$ cat config.mk
export PLATFORM = sky130hd
export DESIGN_NAME = ifu_prefetch
export DESIGN_NICKNAME = d
export VERILOG_FILES = /design/src/rtl/cpu_types_pkg.sv /design/src/rtl/sync_fifo.sv /design/src/rtl/ifu_prefetch.sv
export SDC_FILE = /design/constraint.sdc
export NUM_CORES = 1
export LEC_CHECK = 0
export CAP_MARGIN = 20
export CORE_ASPECT_RATIO = 2
export CORE_MARGIN = 5
export CORE_UTILIZATION = 33
export DETAILED_ROUTE_END_ITERATION = 7
export MAX_ROUTING_LAYER = met4
export PLACE_DENSITY_LB_ADDON = 0.3
export SYNTH_ARGS = -nofsm -noshare
export SYNTH_HDL_FRONTEND = slang
export SYNTH_HIERARCHICAL = 1
export SYNTH_SLANG_ARGS = --single-unit
$ cat constraint.sdc
create_clock -name clk -period 6.8 [get_ports clk]
set_input_delay 0.68 -clock clk [delete_from_list [all_inputs] [get_ports clk]]
set_output_delay 0.68 -clock clk [all_outputs]
set_load 0.01 [all_outputs]
$ cat src/rtl/cpu_types_pkg.sv
// Shared fetch-path types and reset vector.
// Imported by the prefetch unit and its queues.
package cpu_types_pkg;

  localparam logic [31:0] RESET_VECTOR = 32'h8000_0000;

  typedef struct packed {
    logic [31:0] pc;
    logic [31:0] inst;
  } fetch_entry_t;

endpackage

$ cat src/rtl/sync_fifo.sv
// Synchronous FIFO with flush and occupancy count.
// Read data is the current head; valid when count_o != 0.
module sync_fifo #(
  parameter int WIDTH = 32,
  parameter int DEPTH = 4,
  localparam int AW = (DEPTH > 1) ? $clog2(DEPTH) : 1,
  localparam int CW = $clog2(DEPTH + 1)
) (
  input  logic             clk,
  input  logic             rst,
  input  logic             flush_i,
  input  logic             push_i,
  input  logic [WIDTH-1:0] wdata_i,
  input  logic             pop_i,
  output logic [WIDTH-1:0] rdata_o,
  output logic [CW-1:0]    count_o
);

  logic [WIDTH-1:0] mem_q [DEPTH];
  logic [AW-1:0]    wr_q, wr_d;
  logic [AW-1:0]    rd_q, rd_d;
  logic [CW-1:0]    cnt_q, cnt_d;

  function automatic logic [AW-1:0] inc(input logic [AW-1:0] p);
    return (p == AW'(DEPTH - 1)) ? '0 : p + AW'(1);
  endfunction

  always_comb begin
    wr_d  = wr_q;
    rd_d  = rd_q;
    cnt_d = cnt_q;
    if (flush_i) begin
      wr_d  = '0;
      rd_d  = '0;
      cnt_d = '0;
    end else begin
      if (push_i) wr_d = inc(wr_q);
      if (pop_i)  rd_d = inc(rd_q);
      if (push_i && !pop_i) cnt_d = cnt_q + CW'(1);
      if (pop_i && !push_i) cnt_d = cnt_q - CW'(1);
    end
  end

  always_ff @(posedge clk) begin
    if (rst) begin
      wr_q  <= '0;
      rd_q  <= '0;
      cnt_q <= '0;
    end else begin
      wr_q  <= wr_d;
      rd_q  <= rd_d;
      cnt_q <= cnt_d;
    end
  end

  always_ff @(posedge clk) begin
    if (push_i && !flush_i) mem_q[wr_q] <= wdata_i;
  end

  assign rdata_o = mem_q[rd_q];
  assign count_o = cnt_q;

endmodule

$ cat src/rtl/ifu_prefetch.sv
// Prefetching fetch unit: sequential PC+4 requests, in-order
// responses into an instruction queue, flush on redirect.
module ifu_prefetch
  import cpu_types_pkg::*;
#(
  parameter logic [31:0] RESET_PC = RESET_VECTOR,
  parameter int FETCH_DEPTH = 4,
  parameter int MAX_OUTSTANDING = 2
) (
  input  logic        clk,
  input  logic        rst,
  input  logic        redirect_valid,
  input  logic [31:0] redirect_target,
  output logic [31:0] i_addr,
  output logic        i_addr_valid,
  input  logic        i_addr_ready,
  input  logic        i_rdata_valid,
  input  logic [31:0] i_rdata,
  output logic        out_valid,
  input  logic        out_ready,
  output logic [31:0] out_pc,
  output logic [31:0] out_inst
);

  localparam int CW = $clog2(MAX_OUTSTANDING + 1);
  localparam int QW = $clog2(FETCH_DEPTH + 1);
  localparam logic [31:0] MAXO = 32'(MAX_OUTSTANDING);
  localparam logic [31:0] QDEP = 32'(FETCH_DEPTH);

  logic [31:0]  fetch_pc_q, fetch_pc_d;
  logic         pend_q, pend_d;
  logic [31:0]  pend_addr_q, pend_addr_d;
  logic         pend_stale_q, pend_stale_d;
  logic [CW-1:0] stale_q, stale_d;

  logic [CW-1:0] inflight;
  logic [QW-1:0] q_count;
  logic [31:0]   tag_pc;
  fetch_entry_t  head, push_ent;
  logic          issue_ok, accept, drop, live_push, pop;
  logic [31:0]   live_cnt;

  // Credits count live in-flight requests against queue space.
  assign live_cnt = 32'(inflight) - 32'(stale_q) + 32'(q_count);
  assign issue_ok = !pend_q && (32'(inflight) < MAXO)
                    && (live_cnt < QDEP);

  assign i_addr_valid = !rst && (pend_q || issue_ok);
  assign i_addr       = pend_q ? pend_addr_q : fetch_pc_q;
  assign accept       = i_addr_valid && i_addr_ready;
  assign drop         = i_rdata_valid && (stale_q != '0);
  assign live_push    = i_rdata_valid && !drop && !redirect_valid;
  assign out_valid    = (q_count != '0);
  assign pop          = out_valid && out_ready;

  always_comb begin
    fetch_pc_d   = fetch_pc_q;
    pend_d       = i_addr_valid && !i_addr_ready;
    pend_addr_d  = i_addr;
    pend_stale_d = pend_d && (pend_stale_q || redirect_valid);
    stale_d      = stale_q;
    if (redirect_valid) begin
      fetch_pc_d = redirect_target & ~32'h3;
      stale_d    = inflight + CW'(accept) - CW'(i_rdata_valid);
    end else begin
      if (accept && !pend_stale_q) fetch_pc_d = fetch_pc_q + 32'd4;
      stale_d = stale_q - CW'(drop) + CW'(accept && pend_stale_q);
    end
  end

  always_ff @(posedge clk) begin
    if (rst) begin
      fetch_pc_q   <= RESET_PC;
      pend_q       <= 1'b0;
      pend_addr_q  <= RESET_PC;
      pend_stale_q <= 1'b0;
      stale_q      <= '0;
    end else begin
      fetch_pc_q   <= fetch_pc_d;
      pend_q       <= pend_d;
      pend_addr_q  <= pend_addr_d;
      pend_stale_q <= pend_stale_d;
      stale_q      <= stale_d;
    end
  end

  // Tag occupancy doubles as the in-flight counter.
  sync_fifo #(
    .WIDTH(32),
    .DEPTH(MAX_OUTSTANDING)
  ) u_tag_q (
    .clk    (clk),
    .rst    (rst),
    .flush_i(1'b0),
    .push_i (accept),
    .wdata_i(i_addr),
    .pop_i  (i_rdata_valid),
    .rdata_o(tag_pc),
    .count_o(inflight)
  );

  assign push_ent = '{pc: tag_pc, inst: i_rdata};

  sync_fifo #(
    .WIDTH($bits(fetch_entry_t)),
    .DEPTH(FETCH_DEPTH)
  ) u_inst_q (
    .clk    (clk),
    .rst    (rst),
    .flush_i(redirect_valid),
    .push_i (live_push),
    .wdata_i(push_ent),
    .pop_i  (pop),
    .rdata_o(head),
    .count_o(q_count)
  );

  assign out_pc   = out_valid ? head.pc : '0;
  assign out_inst = out_valid ? head.inst : '0;

endmodule
==> impl_summary.md, run 1 <==
Run status
The run finished with clean final reports.

Routing
In the detailed route, the total length drawn on met3 is 1561 µm. The count of antenna-violating nets left after detailed routing is 0. The first routing iteration left 309 violations.

Summed over all layers, the routed wires come to 36,480 µm. The via count normalized by instance count is 4.827. The total via count in the routed design is 8,771. The detailed-route DRC error count is 0.

The top layer reached by signal wires is met4. The count of TritonRoute iterations in the first routing pass is 4. In the final routing, the length of wire on met1 measures 13,360 µm. The met2 routed wirelength is 20,390 µm.

The routed length per placed instance is 20.08 µm.

Finish
The net count of the finished layout is 1,234. The end-of-flow core utilization is 40.72%. The most common cell after layout, fill and taps aside is sky130_fd_sc_hd__edfxtp_1. Leaving out fill and tap cells, the most frequent cells in the layout are sky130_fd_sc_hd__edfxtp_1 (320), sky130_fd_sc_hd__clkdlybuf4s50_1 (165), sky130_fd_sc_hd__and2_1 (101). The share of cells above drive strength 1 is 18.24%.

The area growth from synthesis to layout is 22.65%.

Setup path
The capture point of the worst path is i_addr_valid. For the worst setup path, the data required time is 6120 ps. The startpoint type of the worst setup path is a register. In this run the critical register-to-register path is captured at u_tag_q/count_o[1]. The critical path contains buffers and inverters numbering 3 combined. The sort of element at the end of the critical path is an output pin. The start point of the critical path is u_tag_q/count_o[0]. The setup slack of the worst register-to-register path is 3070 ps. The highest cell delay on the worst timing path is 590 ps. For the worst flop-to-flop path, the logic depth is 14.

The signal on the critical path passes through inv_1 -> ha_1 -> fa_1 -> inv_1 -> ha_1 -> and3b_1 -> o211ai_1 -> a221oi_1 -> o21a_1 -> clkdlybuf4s50_1. The top fanout value on the critical path is 6. STA puts the critical path data arrival time at 3540 ps. In this run the number of cells on the critical path is 10. The worst-path cell with the longest stage delay is sky130_fd_sc_hd__clkdlybuf4s50_1.

The beginning of the worst register-to-register path is u_tag_q/count_o[0]. Among cell families on the critical path, the largest total delay comes from adder cells. The critical path in this run is classified as register to output pin.

Die
The site row count is 115. 168 I/O pins were placed. The effective utilization at floorplan is 33.20%.

The die is 324.2 µm tall. The horizontal die dimension is 167.1 µm. The core box area is 49,070 µm². The floorplan die area is 54,170 µm².

GRT
The via count of the first global-routing pass was 9,505. The number of antenna violations at the first check in global routing is 1. Global routing used 13.92% of the available tracks across all layers.

Summed over all layers, the global routing overflow is 0. The first global-routing pass estimated 56,240 µm of wire. The largest net degree at the start of global routing is 67.

CTS
The count of hold-fix buffers inserted at cts is 0. Counting every sink on the clock net gives 400. The master cell of the clock root buffer is sky130_fd_sc_hd__clkbuf_16. The number of levels the H-tree was split into is 2. The TritonCTS clock tree is done.

In this run, CTS created clock tree buffers numbering 37. The insertion delay of the later-clocked pin in the worst-skew pair is 540 ps. Buffers added to address setup during post-CTS repair amount to 0. The clock transition at the registers of the reported paths is 70 ps. The maximum number of buffers from clock root to sink is 3.

The post-cts resize count is 0.

STA
The actual slew at the worst max-slew pin is 1061 ps. Setup violations remaining at the end of the flow were counted as 0. The max-slew violation count was 0. The clock period could shrink to 4217 ps.

The post-route setup TNS is 0 ps. The hold violation count in the final report came to 0. The highest achievable clock rate is 0.2372 GHz. Setup repair after global routing left no endpoint under its margin. The part of the cycle the worst path needs is 62.01%. Clock skew on the completed layout was measured at 21.24 ps. In this run the tightest slew margin relative to its limit is 29.29%.

Power and ir drop
Power spread over the standard cell area amounts to 278.6 nW/µm². The peak ir drop on the vdd network is 0.0001548 V. The static leakage is 6.461 nW.

Placement
Buffers placed on the I/O ports in this run total 165. At the end of routability-driven placement, the weighted congestion stood at 0.8390. The post-DP HPWL is 23,250 µm.

Synth
The post-synthesis instance area is 16,290 µm². The predominant post-synthesis flop cell is sky130_fd_sc_hd__edfxtp_1. For this run, asynchronously set or reset flops after synthesis account for 0%.

Counting distinct cell types in the post-synthesis netlist gives 69. Yosys printed 6 warnings. The flip-flop and latch count after synthesis is 400. The mean cell area of the mapped netlist is 16.74 µm². The synthesized instance count is 973.

Sequential cells were found to cover 68.83% of the synthesized design area. Yosys mapped a number of flops with a built-in enable equal to 320.

Worst hold path
The kind of path behind the tightest hold check is register to register. The beginning of the worst hold path is pend_stale_q.

Run
The number of max-cap violations is 0.
## logic make-up after synthesis
group / Yosys count / synth area share [%]
muxes: 122 / 12.91
buffers and inverters: 76 / 2.558
AOI/OAI and AO/OA: 68 / 3.234
DFF: 400 / 68.83
and+or+nand+nor: 267 / 9.840
adders and majority gates: 18 / 1.475
xor gates and xnor gates: 21 / 1.129
other: 1 / 0.02302
## state kept, by name, summed over array words and instances (netlist names), named ones only
name and count:
u_inst_q/mem_q 256, u_tag_q/mem_q 64, pend_addr_q 32, fetch_pc_q 30, u_inst_q/count_o 3, stale_q 2, u_inst_q/rd_q 2, u_inst_q/wr_q 2
u_tag_q/count_o 2, pend_q 1, pend_stale_q 1, u_tag_q/rd_q 1, u_tag_q/wr_q 1
## metal layers
layer / vias up / global-route usage [%]
met5: - / -
met4: 0 / 5.223
met3: 64 / 1.994
met2: 186 / 26.31
met1: 4431 / 14.60
li1: 4090 / -
## where the power goes
group          switching [mW]  internal, mW
sequential             0.0473          2.72
clock                   0.910          1.40
combinational           0.251         0.240
total                    1.21          4.36
## worst min-delay path by stage
stage | slack (ps) | to | cells past startpoint
after floorplan | 470 | pend_stale_q | 2
after global placement | 480 | pend_stale_q | 2
after detailed placement | 490 | pend_stale_q | 2
after CTS | 500 | pend_stale_q | 2
after global routing | 560 | pend_stale_q | 2
final | 500 | pend_stale_q | 2
## cell usage after synthesis (3+ instances only)
master,n,area [µm²]
sky130_fd_sc_hd__nand4_1,12,75.07
sky130_fd_sc_hd__and2_1,105,656.9
sky130_fd_sc_hd__inv_1,24,90.09
sky130_fd_sc_hd__a311oi_1,9,78.83
sky130_fd_sc_hd__and4_1,6,52.55
sky130_fd_sc_hd__mux4_2,60,1351
sky130_fd_sc_hd__edfxtp_1,320,9609
sky130_fd_sc_hd__buf_4,3,22.52
sky130_fd_sc_hd__dfxtp_1,80,1602
sky130_fd_sc_hd__o311a_1,3,30.03
sky130_fd_sc_hd__nor3_1,12,60.06
sky130_fd_sc_hd__xor2_1,5,43.79
sky130_fd_sc_hd__or3_1,5,31.28
sky130_fd_sc_hd__xnor2_1,16,140.1
sky130_fd_sc_hd__clkbuf_1,29,108.9
sky130_fd_sc_hd__nand3_1,10,50.05
sky130_fd_sc_hd__mux2i_1,5,50.05
sky130_fd_sc_hd__ha_1,16,200.2
sky130_fd_sc_hd__mux4_1,4,105.1
sky130_fd_sc_hd__nor4b_1,4,35.03
sky130_fd_sc_hd__nor3b_1,6,45.04
sky130_fd_sc_hd__nand2b_1,5,31.28
sky130_fd_sc_hd__and3_1,7,43.79
sky130_fd_sc_hd__a211oi_1,12,90.09
sky130_fd_sc_hd__o21ai_0,14,70.07
sky130_fd_sc_hd__a31o_1,5,43.79
sky130_fd_sc_hd__a21oi_1,6,30.03
sky130_fd_sc_hd__nand3b_1,4,30.03
sky130_fd_sc_hd__nor4_1,13,81.33
sky130_fd_sc_hd__nor2_1,38,142.6
sky130_fd_sc_hd__buf_2,11,55.05
sky130_fd_sc_hd__nand2_1,21,78.83
sky130_fd_sc_hd__buf_12,6,120.1
sky130_fd_sc_hd__mux2_2,51,574.3
sky130_fd_sc_hd__or2_2,3,18.77
## final cells by class
cell class | instances | area, µm²
multi-input cells | 503 | 4705
clock buffers | 44 | 1036
repair buffers | 180 | 1788
clock inverters | 22 | 332.8
diodes | 1 | 2.502
inverters | 24 | 90.09
flip-flops and latches | 400 | 11220
fillers | 4480 | 29090
well taps | 643 | 804.5
## stage by stage
stage                     area, µm²  total power, mW  worst slack [ps]  hold slack [ps]  instances
after floorplan               16310            3.086              1498            466.3        979
after global placement        18570            3.302              2888            482.8       1748
after detailed placement      18600            3.314              2826            488.3       1749
after CTS                     19960            5.656              2503            498.9       1815
after global routing          19980            5.791              2370            556.2       1817
final                         19980            5.565              2583            499.7       1817
## tightest hold or removal path, cell delays in order (launching register included)
cell and delay (ps):
sky130_fd_sc_hd__dfxtp_1 320, sky130_fd_sc_hd__nor2_1 80, sky130_fd_sc_hd__nor3b_1 50
Power figures use the tool's default switching activity.
==> run 2, diff against run 1 <==
- clock period: 6.8 -> 4.37 ns (I/O delays scaled with it)
==> impl_summary.md, run 2 (same netlist as run 1, synthesis figures left out) <==
Run status
The run finished with clean final reports.

CTS
The total setup buffers inserted after CTS is 0 (unchanged). The clock transition at the registers of the reported paths is 60 ps (about the same). The count of hold-fix buffers inserted at cts is 0 (unchanged).

TritonCTS built the clock tree. The post-cts resize count is 0 (unchanged). The clock buffer count from CTS is 39 (+5.4%). The CTS sink count is 400 (unchanged). The maximum number of buffers from clock root to sink is 3 (unchanged). The number of levels the H-tree was split into is 2 (unchanged). The insertion delay of the later-clocked pin in the worst-skew pair is 540 ps (about the same). The master cell of the clock root buffer is sky130_fd_sc_hd__clkbuf_16.

Setup path
The cell repeated most along the worst path is sky130_fd_sc_hd__ha_1. Walking the worst path, the cells encountered are inv_1 -> ha_1 -> fa_1 -> ha_1 -> nor2b_2 -> o211ai_1 -> a221oi_1 -> o21a_1 -> clkdlybuf4s50_1. The worst-path cell with the longest stage delay is sky130_fd_sc_hd__clkdlybuf4s50_1. The endpoint required time on the critical path is 3930 ps (-2190 ps). The top fanout value on the critical path came to 6 (unchanged). The sort of element at the end of the critical path is an output pin. The worst endpoint data arrival time is 3520 ps (-20 ps).

The worst setup path is launched from a register. The start-to-end type of the worst setup path is register to output pin. The highest cell delay on the worst timing path came to 600 ps (about the same).

Power and ir drop
The static leakage was 6.502 nW (+0.63%). The peak ir drop on the vdd network came to 0.0002653 V (+71%). The overall power is 8.446 mW (+52%).

The power per standard cell area is 421.5 nW/µm² (+51%).

Finish
The most common cell after layout, fill and taps aside is sky130_fd_sc_hd__edfxtp_1. The top cell types in the final layout, fill and taps aside, are sky130_fd_sc_hd__edfxtp_1 (320), sky130_fd_sc_hd__clkdlybuf4s50_1 (165), sky130_fd_sc_hd__and2_1 (101). The area of the multi-input gates is 4717 µm² (+0.27%). The register with the most flip-flops is u_inst_q/mem_q. The share of cells above drive strength 1 is 18.45% (+0.21 points).

The end-of-flow core utilization is 40.83% (+0.12 points). The total of fill cells in the finished design was 4,461 (-0.42%). The net count of the finished layout came to 1,244 (+0.81%). The register cell area after layout is 11,220 µm² (unchanged). The flip-flop count of the largest register after layout is 256 (unchanged). The number of non-filler instances in the completed layout came to 1,832 (+0.83%).

In the final layout, the registers with the most flip-flops are u_inst_q/mem_q (256), u_tag_q/mem_q (64), pend_addr_q (32). The area growth from synthesis to layout is 23.01%.

STA
The highest achievable clock rate is 0.2526 GHz. The max-slew violation count is 0 (unchanged). The post-route setup TNS is 0 ps (unchanged). The routed design could run at a clock period as short as 3959 ps. The hold violation count in the final report is 0 (unchanged).

Setup repair after global routing left no endpoint under its margin. The part of the cycle the worst path needs is 90.59%. The final setup skew was 18.46 ps (-2.777 ps). The actual slew at the worst max-slew pin is 1055 ps (-5.874 ps). The headroom to the max-slew limit is 29.69% (+0.39 points). The final setup violation count is 0 (unchanged).

Placement
The count of port buffers added during placement is 165 (unchanged). The number of cells after detailed placement is 1,758 (+0.51%). The routability congestion estimate from global placement came to 0.8699 (+3.7%). The post-DP HPWL is 24,560 µm (+5.6%).

GRT
The number of antenna violations at the first check in global routing came to 2 (+1). The remaining global-route overflow is 0 (unchanged). The global-route wire length before repair is 55,150 µm (-1.9%). The total routing resource utilization after global routing came to 13.54% (-0.39 points). The largest net degree at the start of global routing came to 65 (-3.0%). The via count of the first global-routing pass came to 9,352 (-1.6%).

Routing
The routed length per placed instance was 19.59 µm (-2.4%). The routed metal-1 wire length was 13,470 µm (+0.84%). The detailed-route DRC error count is 0 (unchanged). The count of antenna-violating nets left after detailed routing is 0 (unchanged). The met3 wirelength from detailed routing was 1243 µm (-20%). The aggregate routed wire length is 35,880 µm (-1.6%). The DRC marker count from the first detailed-route iteration is 404 (+31%). The count of TritonRoute iterations in the first routing pass came to 4 (unchanged). The top layer reached by signal wires is met4. The via count normalized by instance count is 4.796 (-0.65%). The met2 routed wirelength is 20,130 µm (-1.3%). The total via count in the routed design is 8,786 (+0.17%).

Die
The overall die height was 324.2 µm (unchanged). The floorplan die area is 54,170 µm² (unchanged). The horizontal die dimension is 167.1 µm (unchanged).

The site row count came to 115 (unchanged). The core box area is 49,070 µm² (unchanged). The effective utilization at floorplan is 33.20% (unchanged). The count of boundary I/O pins is 168 (unchanged).

Worst hold path
The worst hold path belongs to the class input pin to register.

Run
The number of max-cap violations is 0 (unchanged).
## run 2: path summary, 6_finish.rpt
check                      startpoint                  to  slack [ps]  depth (start not counted)
hold / removal    redirect_target[11]      fetch_pc_q[11]         470                          3
setup / recovery   u_tag_q/count_o[0]        i_addr_valid         410                          9
setup reg to reg   u_tag_q/count_o[0]  u_tag_q/count_o[1]         610                         13
hold reg to reg          pend_stale_q        pend_stale_q         490                          2
## run 2: through the flow
| step | setup WS [ps] | area, µm² | hold WS (ps) |
|---|---|---|---|
| after floorplan | 186.2 | 16320 | 466.3 |
| after global placement | 719.0 | 18720 | 488.9 |
| after detailed placement | 616.1 | 18720 | 489.6 |
| after CTS | 361.1 | 20030 | 443.1 |
| after global routing | 206.3 | 20040 | 473.3 |
| final | 411.4 | 20040 | 474.3 |
## run 2: where the power goes
group | total [mW] | switching, mW | internal (mW)
sequential | 4.29 | 0.0625 | 4.23
clock | 3.38 | 1.42 | 1.96
combinational | 0.777 | 0.400 | 0.377
## run 2: critical path, delay by kind of cell (launching register included)
family / cells / cell delay, ps
adders and majority gates: 3 / 1050
DFF: 1 / 420
and+or+nand+nor: 1 / 160
buffers and inverters: 2 / 670
AOI/OAI and AO/OA: 3 / 670
## run 2: layout make-up
cell class / count / share of cell area (%)
sequential: 400 / 56.00
clock buffer: 53 / 5.652
tap: 643 / 4.015
timing repair buffer: 188 / 9.417
inverter: 24 / 0.4496
antenna: 2 / 0.02498
multi-input combinational: 503 / 23.54
clock inverter: 19 / 0.8993
## run 2: routing by layer
metal / vias to the layer above / GRT usage, %
met3: 58 / 1.897
met5: - / -
met4: 0 / 4.477
met1: 4436 / 14.34
met2: 182 / 25.75
li1: 4110 / -
